===== config.mk =====
export PLATFORM = sky130hd
export DESIGN_NAME = wasm_i2c_dbg_slave
export DESIGN_NICKNAME = d
export VERILOG_FILES = /design/src/rtl/wasm_i2c_pkg.sv /design/src/rtl/i2c_bus_sync.sv /design/src/rtl/wasm_i2c_dbg_slave.sv
export SDC_FILE = /design/constraint.sdc
export NUM_CORES = 1
export LEC_CHECK = 0
export ABC_CLOCK_PERIOD_IN_PS = 1640
export CORE_MARGIN = 4
export CORE_UTILIZATION = 53
export CTS_BUF_LIST = sky130_fd_sc_hd__clkbuf_2
export CTS_CLUSTER_DIAMETER = 150
export CTS_CLUSTER_SIZE = 30
export DETAILED_ROUTE_END_ITERATION = 16
export PLACE_DENSITY_LB_ADDON = 0.12
export SETUP_SLACK_MARGIN = 0.2
export SYNTH_ARGS = -nofsm -noshare
export SYNTH_HDL_FRONTEND = slang
export SYNTH_SLANG_ARGS = --single-unit

===== constraint.sdc =====
create_clock -name clk -period 1.64 [get_ports clk]
set_input_delay 0.246 -clock clk [delete_from_list [all_inputs] [get_ports clk]]
set_output_delay 0.246 -clock clk [all_outputs]
set_load 0.005 [all_outputs]

===== src/rtl/wasm_i2c_pkg.sv =====
// Shared definitions for the WASM I2C debug target.
//   i2c_state_e      : protocol FSM states
//   DEFAULT_DEV_ADDR : 7-bit device address the target answers to by default
//   SDA_ACK/SDA_NACK : SDA levels for acknowledge / not-acknowledge
package wasm_i2c_pkg;

    typedef enum logic [3:0] {
        ST_IDLE,
        ST_ADDR,
        ST_ADDR_ACK,
        ST_REG,
        ST_REG_ACK,
        ST_WDATA,
        ST_WDATA_ACK,
        ST_RDATA,
        ST_RDATA_ACK,
        ST_IGNORE
    } i2c_state_e;

    localparam logic [6:0] DEFAULT_DEV_ADDR = 7'h6C;
    localparam logic       SDA_ACK          = 1'b0;
    localparam logic       SDA_NACK         = 1'b1;

endpackage


===== src/rtl/i2c_bus_sync.sv =====
// Brings the asynchronous SCL/SDA pins into the clk domain and derives
// single-cycle bus events from them.
//   clk, rst_n : core clock, asynchronous active-low reset
//   i_scl      : SCL pin (asynchronous)
//   i_sda      : SDA pin as seen on the wire (asynchronous)
//   sda        : synchronized SDA, aligned with the event pulses below
//   scl_rise   : one-cycle pulse, SCL went high
//   scl_fall   : one-cycle pulse, SCL went low
//   start      : one-cycle pulse, SDA fell while SCL high
//   stop       : one-cycle pulse, SDA rose while SCL high
// Every output is registered, so a pin edge is visible SYNC_STAGES+1 clk later.
module i2c_bus_sync #(
    parameter int SYNC_STAGES = 2
) (
    input  logic clk,
    input  logic rst_n,
    input  logic i_scl,
    input  logic i_sda,
    output logic sda,
    output logic scl_rise,
    output logic scl_fall,
    output logic start,
    output logic stop
);

    logic [SYNC_STAGES-1:0] scl_sync;
    logic [SYNC_STAGES-1:0] sda_sync;
    logic                   scl_now;
    logic                   sda_now;
    logic                   scl_q;
    logic                   sda_q;

    assign scl_now = scl_sync[SYNC_STAGES-1];
    assign sda_now = sda_sync[SYNC_STAGES-1];
    assign sda     = sda_q;

    always_ff @(posedge clk or negedge rst_n) begin
        if (!rst_n) begin
            // NOTE: the synchronizer resets to the idle-bus level (both lines
            // high) so releasing reset can never fabricate a START or STOP.
            scl_sync <= '1;
            sda_sync <= '1;
            scl_q    <= 1'b1;
            sda_q    <= 1'b1;
            scl_rise <= 1'b0;
            scl_fall <= 1'b0;
            start    <= 1'b0;
            stop     <= 1'b0;
        end else begin
            // NOTE: non-blocking assignments let every flop sample the old
            // value of its neighbour, which is what makes this a shift chain.
            scl_sync <= {scl_sync[SYNC_STAGES-2:0], i_scl};
            sda_sync <= {sda_sync[SYNC_STAGES-2:0], i_sda};
            scl_q    <= scl_now;
            sda_q    <= sda_now;
            scl_rise <= scl_now & ~scl_q;
            scl_fall <= ~scl_now & scl_q;
            start    <= scl_now & scl_q & sda_q & ~sda_now;
            stop     <= scl_now & scl_q & ~sda_q & sda_now;
        end
    end

endmodule


===== src/rtl/wasm_i2c_dbg_slave.sv =====
// I2C target exposing the WASM debug register space.
//   DEV_ADDR, SYNC_STAGES        : device address, synchronizer depth
//   clk, rst_n                   : core clock, asynchronous active-low reset
//   i_scl, i_sda, o_sda          : bus pins (o_sda: 0 = pull low, 1 = release)
//   i_enable                     : 0 hides the target from the bus
//   o_reg_rd_req/o_reg_rd_addr   : one-cycle read strobe and address
//   i_reg_rd_data                : read data, valid 1 clk after the strobe
//   o_reg_wr_vld/addr/data       : one-cycle write strobe, address, data
//   o_busy                       : addressed, until STOP or a foreign address
// Frame: START, addr+R/W, ACK, then either a register pointer byte followed by
// write bytes (each ACKed, pointer++), or read bytes driven from the pointer.
module wasm_i2c_dbg_slave
    import wasm_i2c_pkg::*;
#(
    parameter logic [6:0] DEV_ADDR    = DEFAULT_DEV_ADDR,
    parameter int         SYNC_STAGES = 2
) (
    input  logic       clk,
    input  logic       rst_n,
    input  logic       i_scl,
    input  logic       i_sda,
    output logic       o_sda,
    input  logic       i_enable,
    output logic       o_reg_rd_req,
    output logic [7:0] o_reg_rd_addr,
    input  logic [7:0] i_reg_rd_data,
    output logic       o_reg_wr_vld,
    output logic [7:0] o_reg_wr_addr,
    output logic [7:0] o_reg_wr_data,
    output logic       o_busy
);

    logic sda, scl_rise, scl_fall, start, stop;

    i2c_bus_sync #(.SYNC_STAGES(SYNC_STAGES)) u_sync (
        .clk      (clk),
        .rst_n    (rst_n),
        .i_scl    (i_scl),
        .i_sda    (i_sda),
        .sda      (sda),
        .scl_rise (scl_rise),
        .scl_fall (scl_fall),
        .start    (start),
        .stop     (stop)
    );

    i2c_state_e state_q, state_d;
    logic [3:0] bit_cnt_q, bit_cnt_d;   // bits of the current byte seen so far
    logic [7:0] rx_q, rx_d;
    logic [7:0] tx_q, tx_d;
    logic [7:0] ptr_q, ptr_d;
    logic       sda_out_q, sda_out_d;
    logic       ninth_q, ninth_d;       // ninth SCL rise of the ACK slot seen
    logic       busy_q, busy_d;
    logic       rd_req_q, rd_req_d;
    logic [7:0] rd_addr_q, rd_addr_d;
    logic       wr_vld_q, wr_vld_d;
    logic [7:0] wr_addr_q, wr_addr_d;
    logic [7:0] wr_data_q, wr_data_d;
    logic       rd_pending_q;           // read data arrives this cycle

    logic [7:0] rx_byte;
    logic       byte_done;
    logic       ack_done;

    assign rx_byte   = {rx_q[6:0], sda};
    assign byte_done = scl_rise && (bit_cnt_q == 4'd7);
    assign ack_done  = scl_fall && ninth_q;

    always_ff @(posedge clk or negedge rst_n) begin
        if (!rst_n) begin
            state_q      <= ST_IDLE;
            bit_cnt_q    <= '0;
            rx_q         <= '0;
            tx_q         <= '0;
            ptr_q        <= '0;
            sda_out_q    <= 1'b1;
            ninth_q      <= 1'b0;
            busy_q       <= 1'b0;
            rd_req_q     <= 1'b0;
            rd_addr_q    <= '0;
            wr_vld_q     <= 1'b0;
            wr_addr_q    <= '0;
            wr_data_q    <= '0;
            rd_pending_q <= 1'b0;
        end else begin
            state_q      <= state_d;
            bit_cnt_q    <= bit_cnt_d;
            rx_q         <= rx_d;
            tx_q         <= tx_d;
            ptr_q        <= ptr_d;
            sda_out_q    <= sda_out_d;
            ninth_q      <= ninth_d;
            busy_q       <= busy_d;
            rd_req_q     <= rd_req_d;
            rd_addr_q    <= rd_addr_d;
            wr_vld_q     <= wr_vld_d;
            wr_addr_q    <= wr_addr_d;
            wr_data_q    <= wr_data_d;
            rd_pending_q <= rd_req_q;
        end
    end

    always_comb begin
        // NOTE: every signal gets a hold/idle default before any branch, so no
        // path through this block leaves a value unassigned (no latches).
        state_d   = state_q;
        bit_cnt_d = bit_cnt_q;
        rx_d      = rx_q;
        tx_d      = tx_q;
        ptr_d     = ptr_q;
        sda_out_d = sda_out_q;
        ninth_d   = ninth_q;
        busy_d    = busy_q;
        rd_req_d  = 1'b0;
        rd_addr_d = rd_addr_q;
        wr_vld_d  = 1'b0;
        wr_addr_d = wr_addr_q;
        wr_data_d = wr_data_q;

        // Prefetched byte lands in the TX shifter long before the SCL fall
        // that starts driving it.
        if (rd_pending_q) begin
            tx_d = i_reg_rd_data;
        end

        if (!i_enable || stop) begin
            state_d   = ST_IDLE;
            sda_out_d = SDA_NACK;
            bit_cnt_d = '0;
            ninth_d   = 1'b0;
            busy_d    = 1'b0;
        end else if (start) begin
            state_d   = ST_ADDR;
            sda_out_d = SDA_NACK;
            bit_cnt_d = '0;
            ninth_d   = 1'b0;
        end else begin
            // Receiving states share the MSB-first shifter.
            if (scl_rise && (state_q inside {ST_ADDR, ST_REG, ST_WDATA})) begin
                rx_d      = rx_byte;
                bit_cnt_d = bit_cnt_q + 4'd1;
            end

            // Target-ACK slots: pull low from the fall after bit 8 until the
            // fall after bit 9.
            if (state_q inside {ST_ADDR_ACK, ST_REG_ACK, ST_WDATA_ACK}) begin
                if (scl_rise) begin
                    ninth_d = 1'b1;
                end
                if (scl_fall) begin
                    if (!ninth_q) begin
                        sda_out_d = SDA_ACK;
                    end else begin
                        sda_out_d = SDA_NACK;
                        ninth_d   = 1'b0;
                        bit_cnt_d = '0;
                    end
                end
            end

            case (state_q)
                ST_ADDR: begin
                    if (byte_done) begin
                        if (rx_byte[7:1] == DEV_ADDR) begin
                            state_d = ST_ADDR_ACK;
                            busy_d  = 1'b1;
                            if (rx_byte[0]) begin
                                rd_req_d  = 1'b1;
                                rd_addr_d = ptr_q;
                            end
                        end else begin
                            state_d = ST_IGNORE;
                            busy_d  = 1'b0;
                        end
                    end
                end
                ST_ADDR_ACK: begin
                    if (ack_done) begin
                        if (rx_q[0]) begin
                            state_d   = ST_RDATA;
                            sda_out_d = tx_q[7];
                            tx_d      = {tx_q[6:0], 1'b0};
                        end else begin
                            state_d = ST_REG;
                        end
                    end
                end
                ST_REG: begin
                    if (byte_done) begin
                        ptr_d   = rx_byte;
                        state_d = ST_REG_ACK;
                    end
                end
                ST_REG_ACK: begin
                    if (ack_done) begin
                        state_d = ST_WDATA;
                    end
                end
                ST_WDATA: begin
                    if (byte_done) begin
                        wr_vld_d  = 1'b1;
                        wr_addr_d = ptr_q;
                        wr_data_d = rx_byte;
                        state_d   = ST_WDATA_ACK;
                    end
                end
                ST_WDATA_ACK: begin
                    if (ack_done) begin
                        ptr_d   = ptr_q + 8'd1;
                        state_d = ST_WDATA;
                    end
                end
                ST_RDATA: begin
                    if (scl_rise) begin
                        bit_cnt_d = bit_cnt_q + 4'd1;
                        if (bit_cnt_q == 4'd7) begin
                            state_d = ST_RDATA_ACK;
                        end
                    end
                    if (scl_fall) begin
                        sda_out_d = tx_q[7];
                        tx_d      = {tx_q[6:0], 1'b0};
                    end
                end
                ST_RDATA_ACK: begin
                    if (scl_fall) begin
                        if (!ninth_q) begin
                            sda_out_d = SDA_NACK;   // master owns the ACK slot
                        end else begin
                            ninth_d   = 1'b0;
                            bit_cnt_d = '0;
                            state_d   = ST_RDATA;
                            sda_out_d = tx_q[7];
                            tx_d      = {tx_q[6:0], 1'b0};
                        end
                    end
                    if (scl_rise) begin
                        if (sda == SDA_ACK) begin
                            ninth_d   = 1'b1;
                            ptr_d     = ptr_q + 8'd1;
                            rd_req_d  = 1'b1;
                            rd_addr_d = ptr_q + 8'd1;
                        end else begin
                            state_d = ST_IGNORE;
                        end
                    end
                end
                default: begin
                    // IDLE and IGNORE wait for START/STOP with SDA released.
                    sda_out_d = SDA_NACK;
                end
            endcase
        end
    end

    assign o_sda         = sda_out_q;
    assign o_busy        = busy_q;
    assign o_reg_rd_req  = rd_req_q;
    assign o_reg_rd_addr = rd_addr_q;
    assign o_reg_wr_vld  = wr_vld_q;
    assign o_reg_wr_addr = wr_addr_q;
    assign o_reg_wr_data = wr_data_q;

endmodule


### Word-level counts from Yosys, hierarchy flattened

Index checks and enable logic that the tools add are counted.

| storage, ports and cells | value |
|---|---|
| register bits after elaboration | 71 |
| latch bits | 0 |
| bits in writable memories | 0 |
| ROM bits | 0 |
| output and inout port bits | 28 |
| memories | 0 |

| operators by class | value |
|---|---|
| add/subtract/negate cells | 2 |
| multipliers | 0 |
| divide/modulo/power cells | 0 |
| order comparisons | 0 |
| equal/unequal tests | 25 |
| shift operators | 0 |
| mux-type cells | 83 |
| bitwise gates (word level) | 13 |
| reductions and logical operators | 20 |

Operators by type and width:

| kind | number |
|---|---|
| two-way mux 8 bit | 15 |
| two-way mux 4 bit | 23 |
| case mux 8 bit (3 select lines) | 2 |
| two-way mux 1 bit | 37 |
| case mux 4 bit (7 select lines) | 1 |
| == test 4 x 3 -> 1 bit (second input constant) | 5 |
| != test 4 x 3 -> 1 bit (second input constant) | 5 |
| case mux 8 bit (2 select lines) | 1 |
| AND reduction 8 bit | 2 |
| != test 2 bit (second input constant) | 5 |
| nonzero test 3 bit | 3 |
| nonzero test 9 bit | 1 |
| adder 8 x 1 -> 8 bit (second input constant) | 1 |
| == test 4 x 2 -> 1 bit (second input constant) | 2 |
| case mux 4 bit (2 select lines) | 1 |
| bitwise AND 1 bit | 7 |
| == test 7 bit (second input constant) | 1 |
| AND reduction 7 bit | 1 |
| != test 2 x 1 -> 1 bit (second input constant) | 3 |
| inverter 1 bit | 6 |
| AND reduction 3 bit | 2 |
| nonzero test 2 bit | 3 |
| OR reduction 5 bit | 1 |
| adder 4 x 1 -> 4 bit (second input constant) | 1 |
| 12 further kinds | 14 |

### Logic depth before layout (Yosys ltp)

| depth | value |
|---|---|
| depth in word-level cells | 12 |
| gate-level depth with buffers | 8 |
| mapped depth without buffers | 6 |

### Modules after synthesis

Synthesis repeated with hierarchy kept, for this count alone.

| second synthesis, totals | value |
|---|---|
| cell total of the unflattened synthesis | 338 |
| area total of the unflattened synthesis | 3666.0 µm² |

By module, submodules not included:

| module | times used | cells an instance | area each (µm²) |
|---|---|---|---|
| wasm_i2c_dbg_slave | 1 | 324 | 3375.7 |
| i2c_bus_sync | 1 | 14 | 290.3 |

### Least setup slack after synthesis

No wires, ideal clock.

| timing | value |
|---|---|
| path kind | reg2reg |
| start | reg u_sync.stop |
| end | reg ptr_q[7] |
| setup time | 0.121 ns |
| arrival | 1.644 ns |
| setup slack | -0.125 ns |
| cell stages (with the launch flop) | 7 |
| buffers on the path | 1 |
| cells stage by stage | dfrtp_1 > or3b_1 > clkbuf_1 > a21o_1 > a31oi_1 > o21ai_0 > a22o_1 |

| on the way | value |
|---|---|
| cells in the longest elaborated chain, start to end | 3 |

Ends and longest elaborated chain:

| element | line | RTL |
|---|---|---|
| start, declared | i2c_bus_sync.sv:23 | `output logic stop` |
| start signal, assigned | i2c_bus_sync.sv:59 | `stop <= scl_now & scl_q & ~sda_q & sda_now;` |
| logical OR 1 bit | wasm_i2c_dbg_slave.sv:127 | `if (!i_enable \|\| stop) begin` |
| inverter 1 bit (no line) | - |  |
| AND reduction 7 bit (no line) | - |  |
| end signal, assigned | wasm_i2c_dbg_slave.sv:91 | `ptr_q <= ptr_d;` |
| end, declared | wasm_i2c_dbg_slave.sv:51 | `logic [7:0] ptr_q, ptr_d;` |

No other way between the ends.
A chain may end at the register's enable or synchronous reset.

### Worst setup path in the final report

| timing | value |
|---|---|
| start | reg state_q[1] |
| end | reg rd_addr_q[0], in the netlist o_reg_rd_addr[0] |

| on the way | value |
|---|---|
| cells in the longest elaborated chain, start to end | 3 |
| elaborated cells on any way between the ends | 10 |
| classes of those cells | eq/ne: 7; mux: 1; reduce/logical: 2 |

Ends and longest elaborated chain:

| element | line | RTL |
|---|---|---|
| start, declared | wasm_i2c_dbg_slave.sv:47 | `i2c_state_e state_q, state_d;` |
| start signal, assigned | wasm_i2c_dbg_slave.sv:87 | `state_q <= state_d;` |
| == test 4 x 1 -> 1 bit / == test 4 bit (equally long branches) | wasm_i2c_dbg_slave.sv:162 | `case (state_q)` |
| != test 2 x 1 -> 1 bit (no line), or another cell as far along | - |  |
| AND reduction 8 bit (no line) | - |  |
| end signal, assigned | wasm_i2c_dbg_slave.sv:96 | `rd_addr_q <= rd_addr_d;` |
| end, declared | wasm_i2c_dbg_slave.sv:56 | `logic [7:0] rd_addr_q, rd_addr_d;` |

Several ways; a longest one is shown, not always the timed one.

==> run summary <==
Status -> finished with violations
Violated checks -> setup timing
Worst Max-Slew Pin Slew -> 423 ps
Crit-path leading delay family -> simple AND/OR/NAND/NOR gates
GP Congestion -> 0.902
Largest net degree at the start of global routing -> 72
Mean Syn Cell Area -> 10.4 um^2
Peak Freq -> 531 MHz
Final Hold Viols -> 0
Gr ovfl total -> 0
Clock sink count -> 71
Clock Skews -> 30.4 ps
EDFF count, synth -> 0
Antenna-violating nets left -> 0
CP max stage cell -> dfrtp_2
Die ar. -> 0.00838 mm^2
Worst skew pair latency -> 570 ps
Capturing point of the worst reg2reg path -> o_reg_rd_addr[0]
CTS tree -> done
Period utilisation layout -> 115%
Ys async rst share -> 100%
CTS buffer count -> 9
GR Util met2 -> 40.0%
Max VDD drop -> 0.621 mV
TNS Setup -> -3850 ps
Post-Syn Instances -> 355
Max-slew headroom -> 71.5%
Required time worst endpoint -> 2140 ps
Tot GR Track Use -> 25.4%
FF-to-FF Start -> state_q[1]
R2R setup slack -> -240 ps
Critical path's most frequent cell -> buf_4
Global-route layer with the greatest usage -> met2
Final core utilization -> 82.5%
Setup WS post-layout -> -243 ps
Leak pwr -> 0.00253 uW
Buf+Inv Stages, Crit Path -> 3
Row cnt -> 30
First-pass GRT wire length -> 17,000 um
DR iter-0 viols -> 158
Crit path max fanout -> 8
Root Buffer -> clkbuf_2
Die Span Y -> 91.5 um
Die X -> 91.5 um
Vias/cell -> 5.73
CTS H-tree lvls -> 3
Distinct cells, synth -> 65
WS Path Type -> reg -> reg
Longest Clk Path Bufs -> 2
CP endpoint kind -> register
Final setup fails -> 42
Non-filler instance count after layout -> 602
Routed vias -> 3,449
Antenna violations before repair -> 0
I/O pin count -> 41
RSZ-0062 raised after global routing -> yes
Synthesized Nets -> 370
GR Layer Usage met3 -> 4.81%
DRT Pass-1 Iters -> 6
Number of global-route vias before repair -> 3,497
WL per Instance -> 17.8 um
Multi-input logic area -> 0.00225 mm^2
Placed cells -> 548
I/O Buffers -> 40
Residual DRC -> 0
Mapped Area -> 0.00370 mm^2
Min Tclk post-route -> 1880 ps
Clk slew on worst S/H paths -> 230 ps
WL final -> 10,700 um
DP Area -> 0.00479 mm^2
Post-synthesis sequential area ratio -> 48.3%
Hold Path Class -> in -> async
Ys flop type -> dfrtp_1
Reg area -> 0.00179 mm^2
Syn-to-layout area delta -> 51.6%
Register bit total from synthesis -> 71
Fill count -> 407
# diodes -> 0
Met1 usage -> 34.1%
Register-to-Register Path Depth -> 6
Initial Utilization -> 54.4%
Nets@finish -> 516
Startpoint types -> register
Layout cell share with drive strength beyond 1 -> 53.4%
PwrDens -> 955 mW/mm^2
Crit path DAT -> 2390 ps
CORE AREA -> 0.00679 mm^2
Crit-path cells -> nand4bb_4 > buf_6 > nor4b_4 > buf_4 > buf_4 > a41o_1
DP HPWL -> 6720 um
CP max stage delay -> 540 ps
Final Slew Violations -> 0
Max Cap Viol -> 0
Final instance area -> 0.00561 mm^2
Syn. warnings -> 0
sequential cells by signal (all words and copies together), names as in the netlist:
register	flops
o_reg_rd_addr	8
o_reg_wr_addr	8
o_reg_wr_data	8
ptr_q	8
tx_q	8
rx_q	7
bit_cnt_q	4
state_q	4
u_sync.scl_sync	2
u_sync.sda_sync	2
ninth_q	1
o_busy	1
o_reg_rd_req	1
o_reg_wr_vld	1
o_sda	1
rd_pending_q	1
u_sync.scl_fall	1
u_sync.scl_q	1
u_sync.scl_rise	1
u_sync.sda	1
u_sync.start	1
u_sync.stop	1
tightest hold or removal path, delay by kind of cell:
family | cells | cell delay, ps
buffers and inverters | 3 | 970
synthesized netlist by cell type, drive strengths merged (5+ instances only):
cell type | n | share of area [%]
nand3 | 7 | 0.95
a31oi | 5 | 0.85
dfrtp | 64 | 43
nand2 | 31 | 3.1
inv | 9 | 0.91
mux2 | 20 | 6.1
a21oi | 24 | 3.2
a22oi | 8 | 1.6
o21ai | 23 | 3.1
mux2i | 12 | 3.2
nor3b | 7 | 1.7
nor2b | 6 | 1.0
buf | 11 | 1.7
xnor2 | 5 | 1.2
nor2 | 23 | 2.3
dfstp | 7 | 5.0
clkbuf | 12 | 1.2
nor3 | 8 | 1.1
nand2b | 5 | 0.85
cell families (layout without fill, tap and decap cells):
family | after synthesis | in the layout | share of synthesized area, %
compound gates | 96 | 96 | 17.2
xor+xnor | 9 | 9 | 2.13
fa+ha+maj | 2 | 2 | 0.676
buf+inv | 32 | 183 | 3.79
flops | 71 | 71 | 48.3
mux | 32 | 32 | 9.34
simple gates | 113 | 113 | 18.6
routing by layer:
layer | vias to the layer above | part of all wire [%]
met1 | 1705 | 42
li1 | 1601 | -
met3 | 36 | 4.5
met5 | - | 0
met2 | 107 | 50
met4 | 0 | 3.3
layout by cell type, fill, tap and decap left out, drive strengths merged, types with 3 or more instances in the layout:
cell / Yosys / routed
clkbuf: 12 / 11
mux2: 20 / 20
nand4bb: 3 / 3
nor2b: 6 / 6
clkdlybuf4s50: 0 / 11
clkinv: 0 / 3
dlygate4sd3: 0 / 3
o22ai: 4 / 4
inv: 9 / 10
o221ai: 3 / 3
nand3: 7 / 7
a22oi: 8 / 8
nor4b: 4 / 4
nand4: 4 / 4
nor3b: 7 / 7
buf: 11 / 141
nand2b: 5 / 5
a2111oi: 3 / 3
a31oi: 5 / 5
xnor2: 5 / 5
a21o: 4 / 4
a21oi: 24 / 24
xor2: 4 / 4
o21ai: 23 / 23
nor2: 23 / 23
mux2i: 12 / 12
dfrtp: 64 / 64
nor4: 3 / 3
dfstp: 7 / 7
nor3: 8 / 8
nand2: 31 / 31
power by group:
part           internal (uW)  switching [uW]
clock network            350             682
registers               2070             266
logic                   1010             983
layout make-up:
type / count / share of cell area, %
Sequential cell: 71 / 32.0
Tap cell: 96 / 2.14
Inverter: 9 / 0.603
Clock buffer: 9 / 0.804
Timing Repair Buffer: 158 / 23.1
Clock inverter: 7 / 1.27
Multi-Input combinational cell: 252 / 40.1
worst max path at each step:
stage,cells past startpoint,startpoint,slack (ps),endpoint
floorplan,6,u_sync.start,-70,ptr_q[7]
global placement,6,i_enable,-320,ptr_q[0]
detailed placement,6,i_enable,-380,ptr_q[3]
CTS,7,bit_cnt_q[1],-130,ptr_q[4]
global route,6,state_q[3],-300,o_reg_rd_addr[0]
finish,6,state_q[1],-240,o_reg_rd_addr[0]
timing repair:
item	in CTS	in global routing
endpoints found under the setup margin	87	67
setup buffers	23	11
gates resized for setup	182	57
cloned	0	1
pin swaps	21	37
hold endpoints to repair	71	2
hold buffers	1	2
metrics by stage:
step           hold slack (ps)  setup slack [ps]  power [uW]
2_1_floorplan            -49.6             -71.8        3200
3_3_place_gp               298              -321        3940
3_5_place_dp               299              -385        3990
4_1_cts                   23.1              -133        5170
5_1_grt                    202              -301        5650
6_report                   194              -243        5350
Note: power is estimated with default switching activity, not from simulation.
